$ cat src/rtl/qsfp_xcvr_rst_pkg.sv
// rtl/qsfp_xcvr_rst_pkg.sv - State encoding and counter sizing for the QSFP transceiver reset sequencer.
package qsfp_xcvr_rst_pkg;

  localparam int SYNC_STAGES = 2;

  typedef enum logic [2:0] {
    PLL_PD      = 3'd0,
    WAIT_LOCK   = 3'd1,
    TX_DIG_WAIT = 3'd2,
    RX_LTD_WAIT = 3'd3,
    READY       = 3'd4
  } rst_state_e;

  function automatic int max4(input int a, input int b, input int c, input int d);
    int m;
    m = a;
    if (b > m) m = b;
    if (c > m) m = c;
    if (d > m) m = d;
    return m;
  endfunction

  // One extra bit of headroom so the largest terminal count never sits on the saturation value.
  function automatic int cnt_width(input int a, input int b, input int c, input int d);
    return $clog2(max4(a, b, c, d)) + 1;
  endfunction

endpackage

$ cat src/rtl/qsfp_xcvr_sync_bit.sv
// rtl/qsfp_xcvr_sync_bit.sv - Two-flop single-bit synchronizer with synchronous active-low clear.
module qsfp_xcvr_sync_bit (
  input  logic clk,
  input  logic reset_n,
  input  logic d,
  output logic q
);

  logic meta;

  always_ff @(posedge clk) begin
    if (!reset_n) begin
      meta <= 1'b0;
      q    <= 1'b0;
    end else begin
      meta <= d;
      q    <= meta;
    end
  end

endmodule

$ cat src/rtl/qsfp_xcvr_reset_seq.sv
// rtl/qsfp_xcvr_reset_seq.sv - QSFP transceiver PLL/TX/RX reset sequencer.
// Optional lock watchdog enabled by defining QSFP_XCVR_RESET_SEQ_TIMEOUT_EN.
import qsfp_xcvr_rst_pkg::*;

module qsfp_xcvr_reset_seq #(
  parameter int PLL_PD_CYCLES       = 1000,
  parameter int TX_DIG_CYCLES       = 20,
  parameter int LTD_CYCLES          = 500,
  parameter int LOCK_TIMEOUT_CYCLES = 100000
) (
  input  logic clk,
  input  logic reset_n,
  input  logic pll_locked,
  input  logic cal_busy,
  input  logic rx_is_lockedtodata,
  output logic pll_powerdown,
  output logic tx_analogreset,
  output logic tx_digitalreset,
  output logic rx_analogreset,
  output logic rx_digitalreset,
  output logic tx_ready,
  output logic rx_ready,
  output logic lock_timeout
);

  localparam int CW = cnt_width(PLL_PD_CYCLES, TX_DIG_CYCLES, LTD_CYCLES, LOCK_TIMEOUT_CYCLES);
  typedef logic [CW-1:0] cnt_t;

  localparam cnt_t PD_LAST  = cnt_t'(PLL_PD_CYCLES - 1);
  localparam cnt_t TX_LAST  = cnt_t'(TX_DIG_CYCLES - 1);
  localparam cnt_t LTD_LAST = cnt_t'(LTD_CYCLES - 1);
`ifdef QSFP_XCVR_RESET_SEQ_TIMEOUT_EN
  localparam cnt_t TO_LAST  = cnt_t'(LOCK_TIMEOUT_CYCLES - 1);
`endif

  function automatic cnt_t sat_inc(input cnt_t c);
    return (&c) ? c : c + cnt_t'(1);
  endfunction

  logic lock_s, cal_s, ltd_s;

  qsfp_xcvr_sync_bit u_sync_lock (.clk(clk), .reset_n(reset_n), .d(pll_locked),         .q(lock_s));
  qsfp_xcvr_sync_bit u_sync_cal  (.clk(clk), .reset_n(reset_n), .d(cal_busy),           .q(cal_s));
  qsfp_xcvr_sync_bit u_sync_ltd  (.clk(clk), .reset_n(reset_n), .d(rx_is_lockedtodata), .q(ltd_s));

  rst_state_e state_q, state_d;
  cnt_t       cnt_q, cnt_d;
  logic pd_q, ta_q, td_q, ra_q, rd_q, tr_q, rr_q;
  logic pd_d, ta_d, td_d, ra_d, rd_d, tr_d, rr_d;
`ifdef QSFP_XCVR_RESET_SEQ_TIMEOUT_EN
  logic lt_q, lt_d;
`endif

  always_comb begin
    state_d = state_q;
    cnt_d   = sat_inc(cnt_q);
    pd_d    = pd_q;
    ta_d    = ta_q;
    td_d    = td_q;
    ra_d    = ra_q;
    rd_d    = rd_q;
    tr_d    = tr_q;
    rr_d    = rr_q;
`ifdef QSFP_XCVR_RESET_SEQ_TIMEOUT_EN
    lt_d    = lt_q;
`endif
    case (state_q)
      PLL_PD: begin
        if (cnt_q == PD_LAST) begin
          state_d = WAIT_LOCK;
          cnt_d   = '0;
          pd_d    = 1'b0;
        end
      end
      WAIT_LOCK: begin
        if (lock_s && !cal_s) begin
          state_d = TX_DIG_WAIT;
          cnt_d   = '0;
          ta_d    = 1'b0;
        end
`ifdef QSFP_XCVR_RESET_SEQ_TIMEOUT_EN
        else if (cnt_q == TO_LAST) begin
          state_d = PLL_PD;
          cnt_d   = '0;
          pd_d    = 1'b1;
          lt_d    = 1'b1;
        end
`endif
      end
      TX_DIG_WAIT, RX_LTD_WAIT, READY: begin
        // Loss of PLL lock outranks any RX-side event in these states.
        if (!lock_s) begin
          state_d = WAIT_LOCK;
          cnt_d   = '0;
          pd_d    = 1'b0;
          ta_d    = 1'b1;
          td_d    = 1'b1;
          ra_d    = 1'b1;
          rd_d    = 1'b1;
          tr_d    = 1'b0;
          rr_d    = 1'b0;
        end else if (state_q == TX_DIG_WAIT) begin
          if (cnt_q == TX_LAST) begin
            state_d = RX_LTD_WAIT;
            cnt_d   = '0;
            td_d    = 1'b0;
            tr_d    = 1'b1;
            ra_d    = 1'b0;
          end
        end else if (state_q == RX_LTD_WAIT) begin
          if (!ltd_s) begin
            cnt_d = '0;
          end else if (cnt_q == LTD_LAST) begin
            state_d = READY;
            cnt_d   = '0;
            rd_d    = 1'b0;
            rr_d    = 1'b1;
          end
        end else if (!ltd_s) begin
          state_d = RX_LTD_WAIT;
          cnt_d   = '0;
          rd_d    = 1'b1;
          rr_d    = 1'b0;
        end
      end
      default: begin
        state_d = PLL_PD;
        cnt_d   = '0;
        pd_d    = 1'b1;
        ta_d    = 1'b1;
        td_d    = 1'b1;
        ra_d    = 1'b1;
        rd_d    = 1'b1;
        tr_d    = 1'b0;
        rr_d    = 1'b0;
      end
    endcase
  end

  always_ff @(posedge clk) begin
    if (!reset_n) begin
      state_q <= PLL_PD;
      cnt_q   <= '0;
      pd_q    <= 1'b1;
      ta_q    <= 1'b1;
      td_q    <= 1'b1;
      ra_q    <= 1'b1;
      rd_q    <= 1'b1;
      tr_q    <= 1'b0;
      rr_q    <= 1'b0;
    end else begin
      state_q <= state_d;
      cnt_q   <= cnt_d;
      pd_q    <= pd_d;
      ta_q    <= ta_d;
      td_q    <= td_d;
      ra_q    <= ra_d;
      rd_q    <= rd_d;
      tr_q    <= tr_d;
      rr_q    <= rr_d;
    end
  end

`ifdef QSFP_XCVR_RESET_SEQ_TIMEOUT_EN
  always_ff @(posedge clk) begin
    if (!reset_n) lt_q <= 1'b0;
    else          lt_q <= lt_d;
  end
  assign lock_timeout = lt_q;
`else
  assign lock_timeout = 1'b0;
`endif

  assign pll_powerdown   = pd_q;
  assign tx_analogreset  = ta_q;
  assign tx_digitalreset = td_q;
  assign rx_analogreset  = ra_q;
  assign rx_digitalreset = rd_q;
  assign tx_ready        = tr_q;
  assign rx_ready        = rr_q;

endmodule

$ cat config.mk
export PLATFORM = sky130hd
export DESIGN_NAME = qsfp_xcvr_reset_seq
export DESIGN_NICKNAME = d
export VERILOG_FILES = /design/src/rtl/qsfp_xcvr_rst_pkg.sv /design/src/rtl/qsfp_xcvr_sync_bit.sv /design/src/rtl/qsfp_xcvr_reset_seq.sv
export SDC_FILE = /design/constraint.sdc
export NUM_CORES = 1
export LEC_CHECK = 0
export BUFFER_PORTS_ARGS = -buffer_cell sky130_fd_sc_hd__buf_4
export CAP_MARGIN = 20
export CORE_MARGIN = 2
export CORE_UTILIZATION = 60
export CTS_CLUSTER_DIAMETER = 30
export DETAILED_ROUTE_END_ITERATION = 6
export HOLD_SLACK_MARGIN = 0.02
export PLACE_DENSITY = 0.77
export SLEW_MARGIN = 20
export SYNTH_ARGS = -nofsm -noshare
export SYNTH_HDL_FRONTEND = slang
export SYNTH_SLANG_ARGS = --single-unit
$ cat constraint.sdc
create_clock -name clk -period 3.73 [get_ports clk]
set_input_delay 0.746 -clock clk [delete_from_list [all_inputs] [get_ports clk]]
set_output_delay 0.746 -clock clk [all_outputs]
set_load 0.01 [all_outputs]
======== After elaboration in Yosys (flattened, before gate mapping) ========
Index checks and enable logic that the tools add are counted.
word-level totals
  output and inout port bits .............. 8
  bits in registers ....................... 33
  input bits .............................. 5
  logic and storage cells ................. 98
cells by class
  add/subtract/negate cells ............... 1
  reduce and logical (&&, ||, !) cells .... 11
  equality and inequality tests ........... 20
  bitwise operators ....................... 3
  muxes and demuxes ....................... 49
operators by type and width
  kind                     count
  $mux W18                 10
  $pmux W18 S3             1
  $mux W3                  9
  $mux W1                  22
  $add A18 B1 Y18 const B  1
  $eq A18 B10 Y1 const B   1
  $eq A18 B5 Y1 const B    1
  $eq A18 B9 Y1 const B    1
  $reduce_and A18 Y1       1
  $ne A4 B4 Y1 const B     3
  $ne A5 B5 Y1 const B     2
  $ne A3 B3 Y1 const B     3
  $pmux W3 S3              1
  $reduce_and A3 Y1        3
  $pmux W1 S2              4
  $eq A3 B2 Y1 const B     2
  $ne A2 B2 Y1 const B     3
  $pmux W1 S3              2
  $reduce_and A6 Y1        1
  $ne A5 B4 Y1 const B     1
  $reduce_and A5 Y1        1
  $ne A4 B3 Y1 const B     1
  $eq A3 B1 Y1 const B     1
  $eq A3 B3 Y1 const B     1
  other kinds (6)          8

======== Logic depth before layout (Yosys ltp) ========
  depth after elaboration ................. 8
  gate-level depth with buffers ........... 8
  depth with buffers taken out ............ 7

======== Cells and area by module ========
Synthesis repeated with hierarchy kept, for this count alone.
unflattened totals
  cells, all modules ...................... 207
  area total of the unflattened synthesis .. 1725.4 µm²
by module, submodules not included
  module               area an instance (µm²)  seq. area each (µm²)  cells each  instances
  qsfp_xcvr_reset_seq  1567.8                  540.5                 195         1
  qsfp_xcvr_sync_bit   52.6                    40.0                  4           3

======== Worst setup path after synthesis ========
No wires, ideal clock.
  kind .................................... flip-flop to flip-flop
  start point ............................. register cnt_q[0]
  end point ............................... register state_q[0]
  arrival ................................. 1.727 ns
  path slack .............................. 1.888 ns
  library setup time ...................... 0.115 ns
  clock period less this slack ............ 1.842 ns
  cell stages (with the launch flop) ...... 8
  path buffers ............................ 0
  data required time ...................... 3.615 ns
  cell sequence ........................... dfxtp_1 -> ha_1 -> nor4b_4 -> and4_4 -> a211oi_2 -> o21bai_1 -> o221ai_1 -> and3_1
between the ends
  longest elaborated chain between the ends .. 3
  elaborated cells between the ends (all ways) .. 7
  those cells by class .................... eq/ne (6); reduce/logical (1)
RTL lines
  what                                                  line                        RTL
  start, declared                                       qsfp_xcvr_reset_seq.sv:47   cnt_t cnt_q, cnt_d;
  start signal, assigned                                qsfp_xcvr_reset_seq.sv:153  cnt_q <= cnt_d;
  $eq A18 B9 Y1, or another cell as far along           qsfp_xcvr_reset_seq.sv:113  end else if (cnt_q == LTD_LAST) begin
  $ne A5 B5 Y1 (no line), or another cell as far along  -
  $reduce_and A6 Y1 (no line) *                         -
  end signal, assigned                                  qsfp_xcvr_reset_seq.sv:152  state_q <= state_d;
  end, declared                                         qsfp_xcvr_reset_seq.sv:46   rst_state_e state_q, state_d;
Mark *: on every way between the ends. The rest lies on a longest branch, timed or not.
A chain may end at the register's enable or synchronous reset.

======== Worst setup path in the final report ========
  start point ............................. register cnt_q[0]
  end point ............................... register cnt_q[7]
between the ends
  longest elaborated chain between the ends .. 8
  elaborated cells between the ends (all ways) .. 16
  those cells by class .................... add/sub (1); eq/ne (3); mux (11); reduce/logical (1)
RTL lines
  what                                                          line                        RTL
  $add A18 B1 Y18 / $reduce_and A18 Y1 (equally long branches)  qsfp_xcvr_reset_seq.sv:37   return (&c) ? c : c + cnt_t'(1);
  $mux W18                                                      qsfp_xcvr_reset_seq.sv:37
  $mux W18                                                      qsfp_xcvr_reset_seq.sv:113
  $mux W18                                                      qsfp_xcvr_reset_seq.sv:111  if (!ltd_s) begin
  $mux W18                                                      qsfp_xcvr_reset_seq.sv:110  end else if (state_q == RX_LTD_WAIT) begin
  $mux W18                                                      qsfp_xcvr_reset_seq.sv:102  end else if (state_q == TX_DIG_WAIT) begin
  $mux W18                                                      qsfp_xcvr_reset_seq.sv:92   if (!lock_s) begin
  $pmux W18 S3 *                                                qsfp_xcvr_reset_seq.sv:67   case (state_q)
Marks and branches as above.

==> impl_metrics.json <==
{
  "overflow": 0,
  "htree_levels": 2,
  "wl_mm": 3.09,
  "critPathArrivalTime_ns": 2.32,
  "yosysSeqAreaShare": 0.389,
  "post_drt_wl_per_cell_um": 13.1,
  "final_cells": 237,
  "max-clock-path-buffers": 2,
  "post_cts_buffers": 0,
  "power.total_mw": 0.666,
  "hold_class": "flop to flop",
  "drt-initial-drc-count": 53,
  "grt_max_degree": 19,
  "io_pins": 13,
  "final_nets": 211,
  "ant_nets": 0,
  "fin_skew_ns": 0.0104,
  "slew_viol_final": 0,
  "ys_seq_elements": 33,
  "crit_chain": "ha_1 -> nor4b_4 -> and4_4 -> a211oi_2 -> o21ai_4 -> nor2_1",
  "cts_tree": "yes",
  "fin_ws_ns": 1.63,
  "synth-edff-count": 0,
  "path_class": "flop to flop",
  "start_util": 0.627,
  "die_w_um": 57.2,
  "rsz0062_at_grt": "false",
  "slowest_stage": "o21ai_4",
  "grt_use_total": 0.219,
  "clkTransAtPathRegs_ns": 0.10,
  "critPathMaxFanout": 18,
  "hold_viol": 0,
  "ctsHoldBuffers": 0,
  "synth_cells": 195,
  "grt_pass1_vias": 1221,
  "synth_top_area_share": 0.389,
  "cpLargestDelayFamily": "simple AND/OR/NAND/NOR gates",
  "drc_errors": 0,
  "synth_cell_types": 54,
  "pre_cts_ws_ns": 1.64,
  "diodes": 0,
  "synth_warnings": 0,
  "io_buffers": 11,
  "fmax_mhz": 476,
  "endpoint_kind": "flop",
  "min_period_ns": 2.10,
  "post_cts_resized": 0,
  "power_density_nw_per_um2": 364,
  "rows": 19,
  "core_um2": 2710,
  "cpPeakStageDelay_ns": 0.44,
  "dp_cells": 229,
  "hpwl_mm": 2.26,
  "clock-sinks": 33,
  "setup_tns_ns": 0,
  "syn-num-nets": 201,
  "gp_congestion": 0.916,
  "drv_cap": 0,
  "cts_root_buf": "clkbuf_4",
  "async_flop_share": 0,
  "grt_antenna_before_repair": 0,
  "grt_pass1_wl_mm": 5.44,
  "yosysTopAreaCell": "dfxtp_1",
  "required_ns": 3.95,
  "synth.top_cells.by_area": "dfxtp_1 (39%), nor2_1 (6.4%), xnor2_1 (4.1%)",
  "ys.flop_type": "dfxtp_1",
  "max-vdd-ir-drop_mv": 0.359,
  "cts_buffers": 5,
  "syn_area_um2": 1700,
  "setup_violations": 0,
  "fp.dieArea_um2": 3270,
  "min_period_over_period": 0.563,
  "syn_avg_cell_area_um2": 8.71,
  "leakage_nw": 0.688,
  "worstSkewPairLatency_ns": 0.34,
  "vias": 1346,
  "die_y_um": 57.2,
  "drive_gt1_frac": 0.175,
  "cp_num_buf_inv": 0,
  "via_per_inst": 5.68,
  "syn_to_final_growth_pct": 7.81,
  "status": "completed",
  "drt_pre_antenna_iters": 4,
  "startpoint_type": "flop"
}
==> synthesized netlist by cell type, drive strengths merged (2+ instances only) <==
cell,instances
and2,9
nand3,8
dfxtp,33
nor3b,4
nand2,18
buf,5
xor2,5
xnor2,8
or3,2
nor4b,2
clkbuf,3
a21oi,9
nand4,3
and2b,3
a21o,3
a31oi,2
nor2,29
o21ai,9
and3,5
inv,7
nor3,2
and4,7
a211oi,3
o2bb2ai,2
==> stage by stage <==
step	util	cell area [um2]	hold slack, ns
2_1_floorplan	-	1700	0.412
3_3_place_gp	0.644	1750	0.414
5_1_grt	0.675	1830	0.475
4_1_cts	0.675	1830	0.454
6_report	0.675	1830	0.445
3_5_place_dp	0.644	1750	0.423
==> path summary, 6_finish.rpt <==
check / start / end / slack (ns) / cells past startpoint
worst min-delay path: u_sync_lock.meta / u_sync_lock.q / 0.44 / 1
worst max register to register: cnt_q[0] / cnt_q[7] / 1.63 / 6
worst min register to register: u_sync_lock.meta / u_sync_lock.q / 0.44 / 1
worst max-delay path: cnt_q[0] / cnt_q[7] / 1.63 / 6
==> cell families (layout without fill, tap and decap cells) <==
| kind of cell | count (synthesis) | count (layout) | share of synthesized area |
|---|---|---|---|
| AOI/OAI and AO/OA | 34 | 34 | 0.142 |
| other | 1 | 1 | 0.00221 |
| xor gates and xnor gates | 13 | 13 | 0.0671 |
| buffers and inverters | 15 | 26 | 0.0590 |
| muxes | 1 | 1 | 0.00590 |
| DFF | 33 | 33 | 0.389 |
| and+or+nand+nor | 97 | 97 | 0.327 |
| adders and majority gates | 1 | 1 | 0.00737 |
==> power breakdown <==
part	internal (mW)	switching, mW	total (mW)
Sequential	0.358	0.00553	0.363
Combinational	0.0108	0.0128	0.0236
Clock	0.160	0.119	0.279
Total	0.529	0.137	0.666
==> layout make-up <==
type                       count  area, um2
timing repair buffer          11       82.6
sequential                    33        661
inverter                       7       26.3
multi-input combinational    147        937
tap                           31       38.8
clock inverter                 1       30.0
clock buffer                   7       55.1
fill                         235        880
==> per-layer routing <==
| layer | track usage | vias up | routed length, um |
|---|---|---|---|
| met5 | 0 | - | 0 |
| met4 | 0.110 | 0 | 65 |
| met3 | 0.0680 | 7 | 113 |
| met2 | 0.320 | 19 | 1370 |
| met1 | 0.292 | 628 | 1550 |
| li1 | - | 692 | - |
==> sequential cells by signal (all words and copies together) (netlist names) <==
signal,flops
cnt_q,18
state_q,3
pll_powerdown,1
rx_analogreset,1
rx_digitalreset,1
rx_ready,1
tx_analogreset,1
tx_ready,1
u_sync_cal.meta,1
u_sync_cal.q,1
u_sync_lock.meta,1
u_sync_lock.q,1
u_sync_ltd.meta,1
u_sync_ltd.q,1
==> cells in the final DEF (no fill, tap or decap), types with 3 or more instances in the layout <==
cell      count
and2_1        6
xnor2_1       8
clkbuf_4      5
xor2_1        5
nand4_1       3
buf_4        11
nand2_1      18
a21oi_1       8
a21o_1        3
and4_1        4
inv_1         7
o21ai_0       8
nor3b_1       4
and2b_2       3
dfxtp_1      33
nor2_1       29
and3_1        3
nand3_1       7
Power figures use the tool's default switching activity.
